===== config.mk =====
export PLATFORM = sky130hd
export DESIGN_NAME = morse
export DESIGN_NICKNAME = d
export VERILOG_FILES = /design/src/rtl/morse.sv
export SDC_FILE = /design/constraint.sdc
export NUM_CORES = 1
export LEC_CHECK = 0
export ABC_AREA = 1
export CAP_MARGIN = 10
export CORE_ASPECT_RATIO = 1.5
export CORE_MARGIN = 1
export CORE_UTILIZATION = 48
export DETAILED_ROUTE_END_ITERATION = 12
export DONT_BUFFER_PORTS = 1
export MAX_ROUTING_LAYER = met4
export SLEW_MARGIN = 20
export SYNTH_ARGS = -nofsm -noshare
export SYNTH_HDL_FRONTEND = slang
export SYNTH_SLANG_ARGS = --single-unit

===== constraint.sdc =====
create_clock -name clk -period 3.1 [get_ports clk]
set_input_delay 0.62 -clock clk [delete_from_list [all_inputs] [get_ports clk]]
set_output_delay 0.62 -clock clk [all_outputs]
set_load 0.1 [all_outputs]

===== src/rtl/morse.sv =====
// Morse code keyer: ASCII characters are queued in a small FIFO and sent
// one by one on a single key line, with International Morse timing built
// from a programmable time unit of PRESCALER clock cycles.
module morse #(
  parameter int PRESCALER = 50_000_000,  // clock cycles per Morse time unit
  parameter int DEPTH     = 16           // FIFO entries, power of two
) (
  input  logic       clk,
  input  logic       arst_n,
  input  logic       write_en,
  input  logic [7:0] ascii_in,
  output logic       full,
  output logic       morse_out
);

  localparam int AW = (DEPTH > 1) ? $clog2(DEPTH) : 1;
  localparam int CW = AW + 1;
  localparam int TW = (PRESCALER > 1) ? $clog2(PRESCALER) : 1;

  typedef enum logic [2:0] {IDLE, LOAD, MARK, EGAP, CGAP, WGAP} state_t;

  // FIFO storage and bookkeeping
  logic [7:0]    mem_q [DEPTH];
  logic [7:0]    rd_data_q;
  logic [AW-1:0] wr_ptr_q, rd_ptr_q;
  logic [CW-1:0] count_q, count_d;
  logic          push, pop;

  // Transmitter state
  state_t        state_q;
  logic [TW-1:0] tick_q;
  logic [1:0]    unit_q;
  logic [2:0]    len_q;
  logic [4:0]    mask_q;
  logic          morse_out_q;

  logic [7:0]    ch_upper;
  logic [7:0]    code;
  logic [1:0]    units_last;
  logic          tick_last;
  logic          span_end;

  // Character code: {element count, element mask}; mask bit 0 is the first
  // element sent, a 1 bit is a dash.
  function automatic logic [7:0] encode(input logic [7:0] c);
    case (c)
      8'h41: encode = {3'd2, 5'b00010}; // A .-
      8'h42: encode = {3'd4, 5'b00001}; // B -...
      8'h43: encode = {3'd4, 5'b00101}; // C -.-.
      8'h44: encode = {3'd3, 5'b00001}; // D -..
      8'h45: encode = {3'd1, 5'b00000}; // E .
      8'h46: encode = {3'd4, 5'b00100}; // F ..-.
      8'h47: encode = {3'd3, 5'b00011}; // G --.
      8'h48: encode = {3'd4, 5'b00000}; // H ....
      8'h49: encode = {3'd2, 5'b00000}; // I ..
      8'h4A: encode = {3'd4, 5'b01110}; // J .---
      8'h4B: encode = {3'd3, 5'b00101}; // K -.-
      8'h4C: encode = {3'd4, 5'b00010}; // L .-..
      8'h4D: encode = {3'd2, 5'b00011}; // M --
      8'h4E: encode = {3'd2, 5'b00001}; // N -.
      8'h4F: encode = {3'd3, 5'b00111}; // O ---
      8'h50: encode = {3'd4, 5'b00110}; // P .--.
      8'h51: encode = {3'd4, 5'b01011}; // Q --.-
      8'h52: encode = {3'd3, 5'b00010}; // R .-.
      8'h53: encode = {3'd3, 5'b00000}; // S ...
      8'h54: encode = {3'd1, 5'b00001}; // T -
      8'h55: encode = {3'd3, 5'b00100}; // U ..-
      8'h56: encode = {3'd4, 5'b01000}; // V ...-
      8'h57: encode = {3'd3, 5'b00110}; // W .--
      8'h58: encode = {3'd4, 5'b01001}; // X -..-
      8'h59: encode = {3'd4, 5'b01101}; // Y -.--
      8'h5A: encode = {3'd4, 5'b00011}; // Z --..
      8'h30: encode = {3'd5, 5'b11111}; // 0 -----
      8'h31: encode = {3'd5, 5'b11110}; // 1 .----
      8'h32: encode = {3'd5, 5'b11100}; // 2 ..---
      8'h33: encode = {3'd5, 5'b11000}; // 3 ...--
      8'h34: encode = {3'd5, 5'b10000}; // 4 ....-
      8'h35: encode = {3'd5, 5'b00000}; // 5 .....
      8'h36: encode = {3'd5, 5'b00001}; // 6 -....
      8'h37: encode = {3'd5, 5'b00011}; // 7 --...
      8'h38: encode = {3'd5, 5'b00111}; // 8 ---..
      8'h39: encode = {3'd5, 5'b01111}; // 9 ----.
      default: encode = 8'h00;          // unsupported: zero length
    endcase
  endfunction

  // A write while full is dropped even when a pop frees a slot this edge.
  assign push    = write_en && !full;
  assign pop     = (state_q == IDLE) && (count_q != '0);
  assign count_d = count_q + CW'(push) - CW'(pop);
  assign full    = (count_q == CW'(DEPTH));

  // FIFO pointers and occupancy
  always_ff @(posedge clk or negedge arst_n) begin
    if (!arst_n) begin
      wr_ptr_q <= '0;
      rd_ptr_q <= '0;
      count_q  <= '0;
    end else begin
      if (push) wr_ptr_q <= wr_ptr_q + AW'(1);
      if (pop)  rd_ptr_q <= rd_ptr_q + AW'(1);
      count_q <= count_d;
    end
  end

  // FIFO storage array with registered read, captured on pop for LOAD
  always_ff @(posedge clk) begin
    if (push) mem_q[wr_ptr_q] <= ascii_in;
    if (pop)  rd_data_q <= mem_q[rd_ptr_q];
  end

  // Fold lowercase onto uppercase and look up the Morse code
  always_comb begin
    ch_upper = rd_data_q;
    if (rd_data_q >= 8'h61 && rd_data_q <= 8'h7A) ch_upper = rd_data_q - 8'h20;
    code = encode(ch_upper);
  end

  // Last time unit index of each timed state
  always_comb begin
    units_last = 2'd0;
    case (state_q)
      MARK:    units_last = mask_q[0] ? 2'd2 : 2'd0;
      EGAP:    units_last = 2'd0;
      CGAP:    units_last = 2'd1;
      WGAP:    units_last = 2'd3;
      default: units_last = 2'd0;
    endcase
  end

  assign tick_last = (tick_q == TW'(PRESCALER - 1));
  assign span_end  = tick_last && (unit_q == units_last);

  // Transmitter FSM; the key line is registered one cycle behind MARK
  always_ff @(posedge clk or negedge arst_n) begin
    if (!arst_n) begin
      state_q     <= IDLE;
      tick_q      <= '0;
      unit_q      <= '0;
      len_q       <= '0;
      mask_q      <= '0;
      morse_out_q <= 1'b0;
    end else begin
      morse_out_q <= (state_q == MARK);
      case (state_q)
        IDLE: begin
          tick_q <= '0;
          unit_q <= '0;
          if (count_q != '0) state_q <= LOAD;
        end
        LOAD: begin
          tick_q <= '0;
          unit_q <= '0;
          if (code[7:5] != 3'd0) begin
            len_q   <= code[7:5];
            mask_q  <= code[4:0];
            state_q <= MARK;
          end else if (rd_data_q == 8'h20) begin
            state_q <= WGAP;
          end else begin
            state_q <= IDLE;
          end
        end
        MARK, EGAP, CGAP, WGAP: begin
          if (span_end) begin
            tick_q <= '0;
            unit_q <= '0;
            case (state_q)
              MARK: state_q <= EGAP;
              EGAP: begin
                if (len_q > 3'd1) begin
                  len_q   <= len_q - 3'd1;
                  mask_q  <= {1'b0, mask_q[4:1]};
                  state_q <= MARK;
                end else begin
                  state_q <= CGAP;
                end
              end
              default: state_q <= IDLE;
            endcase
          end else if (tick_last) begin
            tick_q <= '0;
            unit_q <= unit_q + 2'd1;
          end else begin
            tick_q <= tick_q + TW'(1);
          end
        end
        default: state_q <= IDLE;
      endcase
    end
  end

  assign morse_out = morse_out_q;

endmodule


# Yosys cells after proc, flatten, opt, wreduce, memory -nomap -nowiden
# Memory sizes are Yosys's and may differ from the RTL's. A register that Yosys moved wholly into a read port is not among the register bits.
# Index checks and enable logic that the tools add are counted.
# W data, S select, Z words.
# op_classes
n_eq_ne	15
n_mux	29
magnitude_cmp	3
add_sub_neg	8
reduce_logical	15
# ops
op	count
$mux W26	2
$pmux W26 S2	1
$mux W3	9
$add A26 B1 Y26 const B	1
$eq A26 B26 Y1 const B	1
$mux W5	4
$mux W8	2
$pmux W3 S2	2
$pmux W5 S2	1
$pmux W3 S3	1
$add A4 B1 Y4 const B	2
$eq A8 B6 Y1 const B	1
$ge A8 B7 Y1 const B	1
$le A8 B7 Y1 const B	1
$ne A2 B2 Y1 const B	4
$sub A8 B6 Y8 const B	1
$eq A3 B2 Y1 const B	2
$eq A3 B3 Y1 const B	2
$mux W2	3
$pmux W2 S3	1
$add A5 B1 Y5	1
$eq A5 B5 Y1 const B	1
$reduce_and A5 Y1	1
$reduce_bool A5 Y1	1
other kinds (18)	24
# totals
register_bits	53
wordCells	81
out_inout_bits	2
mem_bits_ro	1024
input_bits	11
ram_bits	128
n_memories	2
# memory_table
memory	depth	word_bits	read_ports	rd_ports_with_merged_regs	wr	line	text
(name not given)	128	8	1	0	0	46	case (c)
mem_q	16	8	1	1	1	23	logic [7:0] mem_q [DEPTH];

# Logic depth before layout (Yosys ltp)
# An unclocked memory read counts as a cell.
# depth
word_depth	8
depth_mapped	15
depth_no_buf	15

# Worst setup path before layout
# No wires, ideal clock.
# synth_path
kind	reg2reg
from	register count_q[2]
to	register count_q[4]
synth_period_minus_slack_ns	2.429
required_time_ns	2.972
n_path_buf	0
stages_incl_launch_ff	14
setup_slack_ns	0.671
setup_ns	0.128
arrival_ns	2.301
cell_sequence	dfrtp_1 > inv_1 > ha_1 > nand4_1 > nand2_1 > inv_1 > ha_1 > inv_1 > ha_1 > inv_1 > fa_1 > o21ai_0 > a21oi_1 > xor2_1
# synth_via
elab_cells_between_ends	7
cone_classes	add/sub (2); eq/ne (1); reduce/logical (4)
# synth_lines
item	line	text
start: declaration	26	logic [CW-1:0] count_q, count_d;
start signal: assignment	102	count_q <= count_d;
$reduce_bool A5 Y1	89	assign pop = (state_q == IDLE) && (count_q != '0);
$logic_and A1 B1 Y1	89	
via pop	27	logic push, pop;
$sub A5 B1 Y5	90	assign count_d = count_q + CW'(push) - CW'(pop);
via count_d[4]	26	
# The timed path passes the listed nets, and every way through them passes these cells.
# A chain may end at the register's enable or synchronous reset.

# Final worst setup path
# layout_path
from	register rd_data_q[1], read port of mem_q
to	register mask_q[4]
# layout_via
elab_chain_cells	8
elab_cells_between_ends	12
cone_classes	add/sub (1); order compare (2); eq/ne (1); mux (4); reduce/logical (3); memory (1)
# layout_lines
item	line	text
start: declaration	24	logic [7:0] rd_data_q;
$ge A8 B7 Y1 / $le A8 B7 Y1 (equally long branches)	115	if (rd_data_q >= 8'h61 && rd_data_q <= 8'h7A) ch_upper = rd_data_q - 8'h20;
$logic_and A1 B1 Y1	115	
$mux W8 (*)	115	
$mem_v2 Z128 W8	n/a	
$mux W8 (*)	46	
$reduce_bool A3 Y1	154	if (code[7:5] != 3'd0) begin
$ne A2 B2 Y1 (no line)	n/a	
$reduce_and A5 Y1 (no line)	n/a	
end signal: assignment	156	mask_q <= code[4:0];
end signal: assignment	173	mask_q <= {1'b0, mask_q[4:1]};
end: declaration	34	logic [4:0] mask_q;
# Every way passes the cells marked *; elsewhere a longest branch is shown, timed or not. The select of a mux whose other input is x is not followed.

==> PnR_summary.wiki <==
{| class="wikitable"
! Metric !! Value
|-
| Number of antenna violations at the first check in global routing || 0
|-
| Critical Path End Type || flop
|-
| Area share of the largest cell type after synthesis || 0.448
|-
| Setup Buffers After CTS || 0
|-
| ANT cells || 0
|-
| Critical path data required time || 3.42 ns
|-
| Maximum VDD drop || 0.677 mV
|-
| Arrival time of data at the critical path endpoint || 2.77 ns
|-
| First-pass GRT wire length || 31.9 mm
|-
| Critical path startpoint category || flop
|-
| Adder-cell share of the synthesized area || 0.0337
|-
| Lkg Pwr || 0.00385 uW
|-
| Final ANT Viol Nets || 0
|-
| Area share of xor/xnor cells in the synthesized design || 0.0278
|-
| Final global-route overflow total || 0
|-
| Most instantiated cells after synthesis || 136 x edfxtp_1, 129 x nand2_1, 114 x nor2_1
|-
| Number of remaining DRC errors || 0
|-
| Fin crit share || 0.790
|-
| TritonCTS sink count || 189
|-
| Area of the mapped netlist || 9120 um^2
|-
| Count of final max-slew check failures || 0
|-
| H-tree lvl count || 4
|-
| Clock latency of the later-clocked register in the worst-skew pair || 0.43 ns
|-
| Input/output buffers || 0
|-
| Run status || finished, final reports clean
|-
| Post-Synthesis Cells || 864
|-
| CTS hold repair buffers || 1
|-
| Clock tree from TritonCTS || built
|-
| Max-slew headroom at the worst pin || 0.427
|-
| Unrepaired setup endpoints after global routing || false
|-
| Simple-gate share of the synthesized area || 0.169
|-
| Pre-Repair DR Iteration Count || 5
|-
| Reg clk slew, reported paths || 0.08 ns
|-
| Iter 0 DRT Violations || 384
|-
| Synthesis-stage register bit count || 189
|-
| Library cell occupying the most area in the post-synthesis netlist || edfxtp_1
|-
| Top-Level Pins || 13
|-
| All-Layer GR Usage || 0.222
|-
| Mapped Nets || 899
|-
| Least-Margin Pin Slew || 0.857 ns
|-
| Fraction of layout cells with a size suffix above 1 || 0.101
|-
| Post-synthesis async set-or-reset flop share || 0.280
|-
| HP Class || in -> async
|-
| Width of the die || 115 um
|-
| Number of clock buffers inserted by TritonCTS || 17
|-
| Dominant cells by area after synthesis || edfxtp_1 45%, dfrtp_1 15%, nand2_1 5.3%, nor2_1 4.7%, o21ai_0 3.6%
|-
| Via count of the first global-routing pass || 6344
|-
| Number of instances resized during post-cts repair || 0
|-
| Proportion of synthesized chip area in sequential cells || 0.593
|-
| Die Footprint || 19600 um^2
|-
| Mean instance size in the synthesized netlist || 10.6 um^2
|-
| Yosys cell types || 45
|-
| Avg WL per Cell || 17.4 um
|-
| Final Util || 0.543
|-
| Kind of critical path || reg -> reg
|-
| Net total in the final layout || 909
|-
| Final hold vios || 0
|-
| Ratio of total power to cell area || 914 nW/um^2
|-
| Setup-violating endpoint count in the final report || 0
|-
| Routability congestion estimate from global placement || 0.840
|-
| Average via count per standard cell || 5.50
|-
| Max frequency || 408 MHz
|-
| Post-detailed-routing wire length || 19.8 mm
|-
| Starting Density || 0.492
|-
| Reg2Reg Depth || 13
|-
| Max-Cap Viols || 0
|-
| Layout Skew || 0.0119 ns
|-
| Floorplan Core Area || 18500 um^2
|-
| Die extent in y || 171 um
|-
| Synthesis Warnings || 0
|-
| Post-DP HPWL || 13.9 mm
|-
| Min Tclk post-route || 2.45 ns
|-
| Largest family of logic cells by synthesized area || simple AND/OR/NAND/NOR gates
|-
| Number of synthesized flops with an enable pin || 136
|-
| Complex-gate fraction of the synthesized area || 0.101
|-
| Aggregate negative setup slack || 0 ns
|-
| Longest Clk Path Bufs || 2
|-
| Most instantiated library cell after synthesis || edfxtp_1
|-
| Share of synthesized area spent on multiplexers || 0.0263
|-
| Most used flip-flop cell after synthesis || edfxtp_1
|-
| Site row count || 61
|-
| Routed vias || 6259
|-
| Highest fanout seen on the critical path || 11
|-
| Largest net degree at the start of global routing || 68
|-
| Area Overhead vs Synth || 10.4%
|-
| Clock tree root driver cell || clkbuf_16
|}
worst max-delay path, stage by stage (launching register included):
cell,delay [ns]
edfxtp_1,0.48
inv_1,0.21
ha_1,0.26
nand2_1,0.14
nand3_2,0.15
nand3_2,0.11
nand2_2,0.15
inv_2,0.05
nor2_1,0.09
nand3_1,0.19
nand3_4,0.19
nand2_4,0.13
nand2_1,0.12
o21ai_2,0.05
area by class of cell:
cell class                 count  area [um^2]
inverter                      73          274
sequential                   189         5410
clock buffer                  17          425
multi-input combinational    568         3270
clock inverter                15          164
tap                          252          315
fill                        1614         8470
timing repair buffer          25          220
registers in the layout, indices dropped and copies added, names as in the netlist:
| name | cells |
|---|---|
| rd_ptr_q | 4 |
| rd_data_q | 8 |
| mem_q | 128 |
| unit_q | 2 |
| mask_q | 5 |
| morse_out | 1 |
| len_q | 3 |
| state_q | 3 |
| tick_q | 26 |
| wr_ptr_q | 4 |
| count_q | 5 |
report_power, final:
| group | internal, uW | switching, uW |
|---|---|---|
| clock network | 1090 | 1070 |
| registers | 3150 | 295 |
| logic | 1200 | 2410 |
| total | 5440 | 3780 |
logic make-up (layout without fill, tap and decap cells):
| family | Yosys count | count (layout) |
|---|---|---|
| simple gates | 351 | 351 |
| xor+xnor | 29 | 29 |
| mux | 24 | 24 |
| fa+ha+maj | 24 | 24 |
| buf+inv | 107 | 130 |
| flops | 189 | 189 |
| compound gates | 140 | 140 |
routing by layer:
layer	vias up	wire [um]	GRT usage
met5	-	0	-
met3	44	512	0.0305
li1	3051	-	-
met1	3029	7550	0.226
met4	0	673	0.107
met2	135	11100	0.414
worst paths after layout:
check                      slack (ns)     endpoint          from
hold reg to reg                  0.50    mask_q[3]     mask_q[3]
max in group asynchronous        2.81  rd_ptr_q[0]        arst_n
min in group clk                 0.28  mem_q[0][0]   ascii_in[0]
hold / removal                   0.04   tick_q[12]        arst_n
setup / recovery                 0.65    mask_q[4]  rd_data_q[1]
setup reg to reg                 0.65    mask_q[4]  rd_data_q[1]
layout by cell type (no fill, tap or decap), drive strengths merged:
master,instances
nand2,142
edfxtp,136
nor2,119
inv,78
o21ai,70
nand3,55
dfrtp,53
xor2,27
o221ai,25
buf,25
mux2i,24
ha,23
clkbuf,17
nand4,16
o211ai,11
o32ai,9
o22ai,9
a21oi,9
nor3,8
clkinv,8
nor4,7
xnor2,2
or2,2
and2,2
a31oi,2
a22oi,2
clkinvlp,2
a32o,1
o21bai,1
o21a,1
fa,1
per-stage QoR:
stage | instance area [um^2] | cells | hold WS, ns | total power [uW] | worst slack [ns]
global route | 10100 | 1139 | 0.0574 | 9830 | 0.408
detailed placement | 9460 | 1106 | 0.326 | 7100 | 0.653
global placement | 9460 | 1106 | 0.326 | 7020 | 0.732
finish | 10100 | 1139 | 0.0437 | 9210 | 0.650
floorplan | 9120 | 864 | 0.324 | 6210 | 0.671
CTS | 10100 | 1139 | 0.0441 | 9270 | 0.641
Note: power is estimated with default switching activity, not from simulation.
